`config.mk`:
```
export PLATFORM = sky130hd
export DESIGN_NAME = io_port_arbiter
export DESIGN_NICKNAME = d
export VERILOG_FILES = /design/src/rtl/io_arb_pkg.sv /design/src/rtl/io_arb_rr.sv /design/src/rtl/io_port_arbiter.sv
export SDC_FILE = /design/constraint.sdc
export NUM_CORES = 1
export LEC_CHECK = 0
export ABC_AREA = 1
export ABC_CLOCK_PERIOD_IN_PS = 3200
export BUFFER_PORTS_ARGS = -buffer_cell sky130_fd_sc_hd__buf_4
export CORE_MARGIN = 2
export CORE_UTILIZATION = 50
export CTS_BUF_LIST = sky130_fd_sc_hd__clkbuf_16
export CTS_CLUSTER_DIAMETER = 120
export DETAILED_ROUTE_END_ITERATION = 12
export GPL_ROUTABILITY_DRIVEN = 0
export PLACE_DENSITY = 0.82
export SLEW_MARGIN = 15
export SYNTH_ARGS = -nofsm -noshare
export SYNTH_HDL_FRONTEND = slang
export SYNTH_SLANG_ARGS = --single-unit
```
`constraint.sdc`:
```
create_clock -name clk -period 3.2 [get_ports clk]
set_input_delay 0.64 -clock clk [delete_from_list [all_inputs] [get_ports clk]]
set_output_delay 0.64 -clock clk [all_outputs]
set_load 0.05 [all_outputs]
```
`src/rtl/io_arb_pkg.sv`:
```
// Shared types and defaults for the I/O port arbiter.
//   arb_state_t : arbiter FSM states
//   mst_idx_t   : master index (0 = m0 / CPU, 1 = m1 / auxiliary)
package io_arb_pkg;

  localparam int ADDR_W_DEF = 5;   // 3-bit device select + 2-bit register select
  localparam int DATA_W_DEF = 16;

  typedef enum logic [1:0] {
    IDLE   = 2'd0,
    ACCESS = 2'd1,
    DONE   = 2'd2
  } arb_state_t;

  typedef logic mst_idx_t;

endpackage

```
`src/rtl/io_arb_rr.sv`:
```
// Two-way round-robin picker with last-grant register.
// Ports:
//   clk, rst_n          : clock, async active-low reset (last grant -> m1)
//   req0, req1          : requests from m0 / m1
//   upd                 : commit the current pick into the last-grant register
//   force_en, force_idx : restrict the pick to one master (bus lock)
//   gnt_vld, gnt_idx    : combinational pick result
module io_arb_rr
  import io_arb_pkg::*;
(
  input  logic     clk,
  input  logic     rst_n,
  input  logic     req0,
  input  logic     req1,
  input  logic     upd,
  input  logic     force_en,
  input  mst_idx_t force_idx,
  output logic     gnt_vld,
  output mst_idx_t gnt_idx
);

  mst_idx_t last;

  always_comb begin
    gnt_vld = 1'b0;
    gnt_idx = last;
    if (force_en) begin
      // Locked owner: the other master is not eligible even if requesting.
      gnt_idx = force_idx;
      gnt_vld = force_idx ? req1 : req0;
    end else if (req0 && req1) begin
      gnt_vld = 1'b1;
      gnt_idx = ~last;
    end else if (req0 || req1) begin
      gnt_vld = 1'b1;
      gnt_idx = req1;
    end
  end

  always_ff @(posedge clk or negedge rst_n) begin
    if (!rst_n)              last <= 1'b1;  // m0 wins the first tie
    else if (upd && gnt_vld) last <= gnt_idx;
  end

endmodule

```
`src/rtl/io_port_arbiter.sv`:
```
// Arbitrates two bus masters (m0 = CPU, m1 = auxiliary) onto one I/O port.
// Each transaction: IDLE -> ACCESS (WAIT_CYCLES+1 cycles) -> DONE (ack pulse).
// Ports:
//   clk, rst_n                       : clock, async active-low reset
//   mN_req/we/dir/wdata/lock         : master request side
//   mN_ack, mN_rdata                 : completion pulse, captured read data
//   dev_dir/dev_wdata/dev_we         : registered drive to I/O decode logic
//   dev_rdata                        : data back from I/O decode logic
// Build option: define IO_ARB_LOCK_EN to honour mN_lock (owner keeps the
// bus across DONE while its lock is high); otherwise lock is ignored.
module io_port_arbiter
  import io_arb_pkg::*;
#(
  parameter int ADDR_W      = ADDR_W_DEF,
  parameter int DATA_W      = DATA_W_DEF,
  parameter int WAIT_CYCLES = 1
) (
  input  logic              clk,
  input  logic              rst_n,
  input  logic              m0_req,
  input  logic              m1_req,
  input  logic              m0_we,
  input  logic              m1_we,
  input  logic [ADDR_W-1:0] m0_dir,
  input  logic [ADDR_W-1:0] m1_dir,
  input  logic [DATA_W-1:0] m0_wdata,
  input  logic [DATA_W-1:0] m1_wdata,
  input  logic              m0_lock,
  input  logic              m1_lock,
  output logic              m0_ack,
  output logic              m1_ack,
  output logic [DATA_W-1:0] m0_rdata,
  output logic [DATA_W-1:0] m1_rdata,
  output logic [ADDR_W-1:0] dev_dir,
  output logic [DATA_W-1:0] dev_wdata,
  output logic              dev_we,
  input  logic [DATA_W-1:0] dev_rdata
);

  localparam logic [3:0] WAIT_INIT = 4'(WAIT_CYCLES);

  arb_state_t          state;
  logic [3:0]          cnt;
  mst_idx_t            owner;
  logic                cur_we;
  logic                gnt_vld;
  mst_idx_t            gnt_idx;
  logic                force_en;
  mst_idx_t            force_idx;
  logic                sel_we;
  logic [ADDR_W-1:0]   sel_dir;
  logic [DATA_W-1:0]   sel_wdata;

`ifdef IO_ARB_LOCK_EN
  logic     lock_hold;
  mst_idx_t lock_owner;
  // Lock stays in force only while the owner keeps its lock line high.
  assign force_en  = lock_hold && (lock_owner ? m1_lock : m0_lock);
  assign force_idx = lock_owner;
`else
  logic unused_lock;
  assign unused_lock = m0_lock ^ m1_lock;
  assign force_en    = 1'b0;
  assign force_idx   = 1'b0;
`endif

  io_arb_rr u_rr (
    .clk       (clk),
    .rst_n     (rst_n),
    .req0      (m0_req),
    .req1      (m1_req),
    .upd       (state == IDLE),
    .force_en  (force_en),
    .force_idx (force_idx),
    .gnt_vld   (gnt_vld),
    .gnt_idx   (gnt_idx)
  );

  always_comb begin
    sel_we    = gnt_idx ? m1_we    : m0_we;
    sel_dir   = gnt_idx ? m1_dir   : m0_dir;
    sel_wdata = gnt_idx ? m1_wdata : m0_wdata;
  end

  // dev_dir/dev_wdata double as the latched request for the whole ACCESS.
  always_ff @(posedge clk or negedge rst_n) begin
    if (!rst_n) begin
      state     <= IDLE;
      cnt       <= '0;
      owner     <= 1'b0;
      cur_we    <= 1'b0;
      dev_dir   <= '0;
      dev_wdata <= '0;
      dev_we    <= 1'b0;
      m0_ack    <= 1'b0;
      m1_ack    <= 1'b0;
      m0_rdata  <= '0;
      m1_rdata  <= '0;
`ifdef IO_ARB_LOCK_EN
      lock_hold  <= 1'b0;
      lock_owner <= 1'b0;
`endif
    end else begin
      case (state)
        IDLE: begin
          if (gnt_vld) begin
            owner     <= gnt_idx;
            cur_we    <= sel_we;
            dev_dir   <= sel_dir;
            dev_wdata <= sel_wdata;
            // With no wait cycles the first ACCESS cycle is also the last.
            dev_we    <= sel_we && (WAIT_INIT == 4'd0);
            cnt       <= WAIT_INIT;
            state     <= ACCESS;
          end
        end
        ACCESS: begin
          if (cnt == 4'd0) begin
            if (owner) begin
              m1_rdata <= dev_rdata;
              m1_ack   <= 1'b1;
            end else begin
              m0_rdata <= dev_rdata;
              m0_ack   <= 1'b1;
            end
            dev_dir   <= '0;
            dev_wdata <= '0;
            dev_we    <= 1'b0;
            state     <= DONE;
          end else begin
            cnt    <= cnt - 4'd1;
            dev_we <= cur_we && (cnt == 4'd1);
          end
        end
        DONE: begin
          m0_ack <= 1'b0;
          m1_ack <= 1'b0;
`ifdef IO_ARB_LOCK_EN
          lock_hold  <= owner ? m1_lock : m0_lock;
          lock_owner <= owner;
`endif
          state  <= IDLE;
        end
        default: state <= IDLE;
      endcase
    end
  end

endmodule
```
# After elaboration in Yosys (flattened, before gate mapping)
# Index checks and enable logic that the tools add are counted.
dict set report word_totals {
  register_bits 65
  elab_cells 68
}
dict set report op_classes {
  n_addsub 1
  n_eq_ne 8
  mux 28
  bitwise 2
  n_reduce_logical 17
}
# op count
set op_table {}
lappend op_table {{2-to-1 mux 16 bit} 3}
lappend op_table {{case mux 16 bit (2 select lines)} 1}
lappend op_table {{AND reduction 3 bit} 6}
lappend op_table {{2-to-1 mux 5 bit} 3}
lappend op_table {{2-to-1 mux 1 bit} 11}
lappend op_table {{!= test 2 bit, second input constant} 5}
lappend op_table {{case mux 5 bit (2 select lines)} 1}
lappend op_table {{2-to-1 mux 4 bit} 2}
lappend op_table {{case mux 4 bit (2 select lines)} 1}
lappend op_table {{case mux 1 bit (2 select lines)} 3}
lappend op_table {{AND reduction 2 bit} 3}
lappend op_table {{== test 4 x 1 -> 1 bit, second input constant} 1}
lappend op_table {{logical NOT 4 bit} 1}
lappend op_table {{2-to-1 mux 2 bit} 2}
lappend op_table {{case mux 2 bit (2 select lines)} 1}
lappend op_table {{nonzero test 2 bit} 2}
lappend op_table {{subtractor 4 x 1 -> 4 bit, second input constant} 1}
lappend op_table {{logical AND 1 bit} 3}
lappend op_table {{== test 2 x 1 -> 1 bit, second input constant} 1}
lappend op_table {{== test 2 bit, second input constant} 1}
lappend op_table {{logical NOT 2 bit} 1}
lappend op_table {{NOT 1 bit} 2}
lappend op_table {{logical OR 1 bit} 1}

# Depth between registers and ports, before layout
dict set report depth {
  depth_word 6
  depth_mapped 8
  mapped_depth_nobuf 8
}

# Cells and area by module
# Synthesis repeated with hierarchy kept, for this count alone.
dict set report hier_totals {
  hier_cells 375
  area_unflattened_um2 3014.1
}
# mod instances cells_each area_per_inst_um2 seq_area_each_um2
set by_module_without_submodules {}
lappend by_module_without_submodules {io_port_arbiter 1 357 2916.5 1601.5}
lappend by_module_without_submodules {io_arb_rr 1 18 97.6 26.3}

# Worst setup path before layout
# OpenSTA, ideal clock, no wires.
dict set report synth_timing {
  path_kind {register to register}
  from {reg state[1]}
  to {reg dev_dir[0]}
  setup_time_ns 0.119
  arrival_time_ns 1.302
  required_time_ns 3.081
  slack_ns 1.780
  path_stages_with_launch 9
  path_cell_list {dfrtp_1 > inv_1 > ha_1 > inv_2 > o21ai_2 > nand2_2 > buf_6 > nand2_2 > nand2_1}
}
dict set report synth_via {
  elab_chain_cells 3
  elab_cells_between_ends 7
  cone_classes {3 x eq/ne; 1 x mux; 3 x reduce/logical}
}
# element line_no
set synth_rtl {}
lappend synth_rtl {{start, declared} io_port_arbiter.sv:42} ;# arb_state_t state;
lappend synth_rtl {{start signal, assigned} io_port_arbiter.sv:88} ;# state <= IDLE;
lappend synth_rtl {{start signal, assigned} io_port_arbiter.sv:114} ;# state <= ACCESS;
lappend synth_rtl {{start signal, assigned} io_port_arbiter.sv:129} ;# state <= DONE;
lappend synth_rtl {{== test 2 x 1 -> 1 bit / logical NOT 2 bit (equally long branches)} io_port_arbiter.sv:104} ;# case (state)
lappend synth_rtl {{!= test 2 bit (no source line) / nonzero test 2 bit (equally long branches)} -}
lappend synth_rtl {{AND reduction 3 bit (no source line)} -}
lappend synth_rtl {{end signal, assigned} io_port_arbiter.sv:109} ;# dev_dir <= sel_dir;
lappend synth_rtl {{end, declared} io_port_arbiter.sv:34} ;# output logic [ADDR_W-1:0] dev_dir,
# Parallel ways exist; a longest one is shown, timed or not.
# A chain may end at the register's enable or synchronous reset.

# Worst setup path in the final report
dict set report layout_timing {
  from {reg state[0]}
  to {reg dev_wdata[0]}
}
dict set report layout_via {
  elab_chain_cells 3
  elab_cells_between_ends 7
  cone_classes {3 x eq/ne; 1 x mux; 3 x reduce/logical}
}
# element line_no
set layout_rtl {}
lappend layout_rtl {{== test 2 x 1 -> 1 bit / logical NOT 2 bit (equally long branches)} io_port_arbiter.sv:104}
lappend layout_rtl {{!= test 2 bit (no source line) / nonzero test 2 bit (equally long branches)} -}
lappend layout_rtl {{AND reduction 3 bit (no source line)} -}
lappend layout_rtl {{end signal, assigned} io_port_arbiter.sv:110} ;# dev_wdata <= sel_wdata;
lappend layout_rtl {{end, declared} io_port_arbiter.sv:35} ;# output logic [DATA_W-1:0] dev_wdata,
# Parallel ways exist; a longest one is shown, timed or not.

==> metrics.yaml <==
clock_network:
  insertion_delay_ps: 320
  cts.htree.levels: 3
  post_cts.resized_instances: 0
  clockRootBuffer: "sky130_fd_sc_hd__clkbuf_16"
  clock_tree.buffer_depth: 2
  cts_tree: "done"
  clock_sink_count: 65
  cts_setup_buffers: 0
  hold_buffers: 0
  clock_input_transition_at_the_sequential_cells_of_the_worst_setup_and_hold_paths_ps: 50
  cts_buffers: 9
worst_setup_path:
  worstPathRequired_ps: 3460
  worst-setup-path-type: "reg -> reg"
  critical_path.cell_chain: "inv_1, ha_1, o21ai_2, nor2_2, nand3_1, nand2_1"
  setup.worst_path.start: "state[0]"
  critPathMaxFanout: 21
  endpoint_kind: "register"
  cp_data_arrival_time_ps: 2230
  cpPeakStageDelay_ps: 650
  worstPathBufferInverterCount: 1
  cp_slowest_cell: "sky130_fd_sc_hd__nor2_2"
  crit_path_start_kind: "register"
  timing.rr.start: "state[0]"
  worst_path_dominant_cell_family: "simple AND/OR/NAND/NOR gates"
synthesis:
  synth-edff-count: 0
  yosys_cell_types: 25
  syn-num-nets: 464
  netlist_area_before_placement_mm2: 0.00316
  postSynthAreaPerCell_um2: 8.09
  synth_flop_cell: "sky130_fd_sc_hd__dfrtp_1"
  sequential_to_total_area_share_from_yosys_stat_pct: 51.6
  synth_seq_cells: 65
  ys_async_sr_fraction_pct: 100
  yosys_warnings: 0
  synth_instances: 390
detailed_routing:
  post_detailed_route_drc_marker_count: 0
  drt_first_iter_violations: 76
  met3WireLength_um: 507
  dr.pass1.iters: 4
  post_drt_wl_per_cell_um: 12.2
  routed_via_density: 4.81
  drt-total-wl_um: 7140
  drt-met1-wl_um: 2970
  drt.antenna.violating_nets: 0
  met2_wirelength_um: 3530
  route.top_layer_used: "met4"
  vias: 2821
timing:
  setup_slack_ps: 1220
  timing.final.crit_period_ps: 1980
  period_share_pct: 61.8
  finalHoldViolations: 0
  max_freq_mhz: 505
  final.setup_skew_ps: 8.53
  worst-slew-pin-transition_ps: 856
  relSlewSlack_pct: 42.9
  timing.final.max_slew_violations: 0
  finalSetupViolations: 0
  setup_repair_after_global_routing_missed_its_margin: "no"
  tns_ps: 0
placed_design:
  dpl_cell_area_mm2: 0.00406
  portBuffers: 119
  place_hpwl_um: 5160
  pre_cts_ws_ps: 1240
die:
  die_x_um: 83.4
  core_box_area_mm2: 0.00603
  num_io_pins: 122
  die_y_um: 83.4
  rows: 28
  starting_utilization_of_the_core_area_pct: 52.4
  die_area_mm2: 0.00696
pwr:
  power-per-cell-area_mw_per_mm2: 1270
  totalPowerFinal_mw: 5.55
  power.static_leakage_nw: 2.51
  irDropWorstVdd_uv: 765
finish:
  n_antenna_cell: 0
  layout.cell_area.non_filler_mm2: 0.00436
  final_util_pct: 72.3
  multiInputGateArea_mm2: 0.00118
  sequential_standard_cell_area_mm2: 0.00163
  drive_above_1_share_pct: 32.8
  syn2layout_area_growth_pct: 38.1
  finish.net_count: 581
  n_fill_cell: 462
grt:
  gr_usage_total_pct: 21.7
  grt_pass1_vias: 2815
  grt_remaining_overflow: 0
  global_route_wire_length_before_repair_um: 12300
  grt_antenna_before_repair: 0
  grt_start_max_net_pins: 66
worst_hold_path:
  path_category_of_the_worst_min_delay_check: "in -> async"
run_status:
  status: "finished clean"
run:
  maxCapViolCount: 0
## power breakdown
group	internal [mW]	total (mW)	switching, mW
clock	0.602	0.960	0.358
sequential	1.23	1.49	0.260
combinational	0.917	3.10	2.18
## metrics by stage
| stage | instances | hold slack [ps] |
|---|---|---|
| after global placement | 571 | 461 |
| final | 587 | 390 |
| after detailed placement | 571 | 462 |
| after global routing | 587 | 497 |
| after floorplan | 390 | 344 |
| after CTS | 587 | 444 |
## layout make-up
type                            count  share of cell area (%)
Sequential cell                    65                    37.3
Multi-Input combinational cell    242                    27.1
Timing Repair Buffer              120                    20.7
Inverter                           69                    5.94
Clock buffer                        9                    5.17
Tap cell                           75                    2.15
Clock inverter                      7                    1.64
## registers in the layout, indices dropped and copies added, names as in the netlist
register / count
cnt: 4
u_rr.last: 1
cur_we: 1
dev_wdata: 16
m0_ack: 1
dev_dir: 5
m1_rdata: 16
state: 2
m1_ack: 1
m0_rdata: 16
dev_we: 1
owner: 1
## cell usage in the layout, fill, tap and decap left out, types with 2 or more instances in the layout
| master | n |
|---|---|
| sky130_fd_sc_hd__nand3_1 | 27 |
| sky130_fd_sc_hd__o211ai_1 | 2 |
| sky130_fd_sc_hd__inv_1 | 69 |
| sky130_fd_sc_hd__o21ai_2 | 2 |
| sky130_fd_sc_hd__dfrtp_1 | 64 |
| sky130_fd_sc_hd__nand2_1 | 122 |
| sky130_fd_sc_hd__o21ai_0 | 6 |
| sky130_fd_sc_hd__clkinvlp_4 | 2 |
| sky130_fd_sc_hd__nor2_1 | 6 |
| sky130_fd_sc_hd__buf_4 | 120 |
| sky130_fd_sc_hd__nor2_2 | 2 |
| sky130_fd_sc_hd__nand2_2 | 23 |
| sky130_fd_sc_hd__ha_1 | 8 |
| sky130_fd_sc_hd__nor2_4 | 2 |
| sky130_fd_sc_hd__clkbuf_16 | 9 |
| sky130_fd_sc_hd__o21ai_1 | 35 |
## kinds of logic after synthesis
group	synth area share [%]
buffers and inverters	11.0
adder cells (fa/ha/maj)	3.17
flip-flops	51.6
AND/OR/NAND/NOR	26.6
AO/OA/AOI/OAI	7.69
## cell usage after synthesis, types with 2 or more instances
library cell,instances,area share (%)
sky130_fd_sc_hd__buf_4,2,0.48
sky130_fd_sc_hd__o211ai_1,2,0.48
sky130_fd_sc_hd__o21ai_2,2,0.56
sky130_fd_sc_hd__buf_2,10,1.6
sky130_fd_sc_hd__o21ai_1,35,5.6
sky130_fd_sc_hd__nand2_1,122,15
sky130_fd_sc_hd__ha_1,8,3.2
sky130_fd_sc_hd__nor2_2,2,0.40
sky130_fd_sc_hd__dfrtp_1,64,51
sky130_fd_sc_hd__nor2_1,6,0.71
sky130_fd_sc_hd__buf_6,2,0.71
sky130_fd_sc_hd__inv_1,68,8.1
sky130_fd_sc_hd__nor2_4,2,0.71
sky130_fd_sc_hd__nand2_2,23,4.6
sky130_fd_sc_hd__o21ai_0,6,0.95
sky130_fd_sc_hd__nand3_1,27,4.3
## path summary, 6_finish.rpt
check,end,slack [ps],depth (start not counted)
setup / recovery,dev_wdata[0],1220,6
hold / removal,state[1],390,1
setup reg to reg,dev_wdata[0],1220,6
hold reg to reg,dev_wdata[6],480,2
max in group asynchronous,dev_dir[3],2240,1
min in group clk,dev_wdata[6],480,2
## metal layers
layer,vias to the layer above,track usage [%]
met5,-,0
met4,0,7.48
met3,11,6.36
met2,98,36.9
met1,1295,26.4
li1,1417,-
No activity file was read; power rests on OpenSTA's default activity.
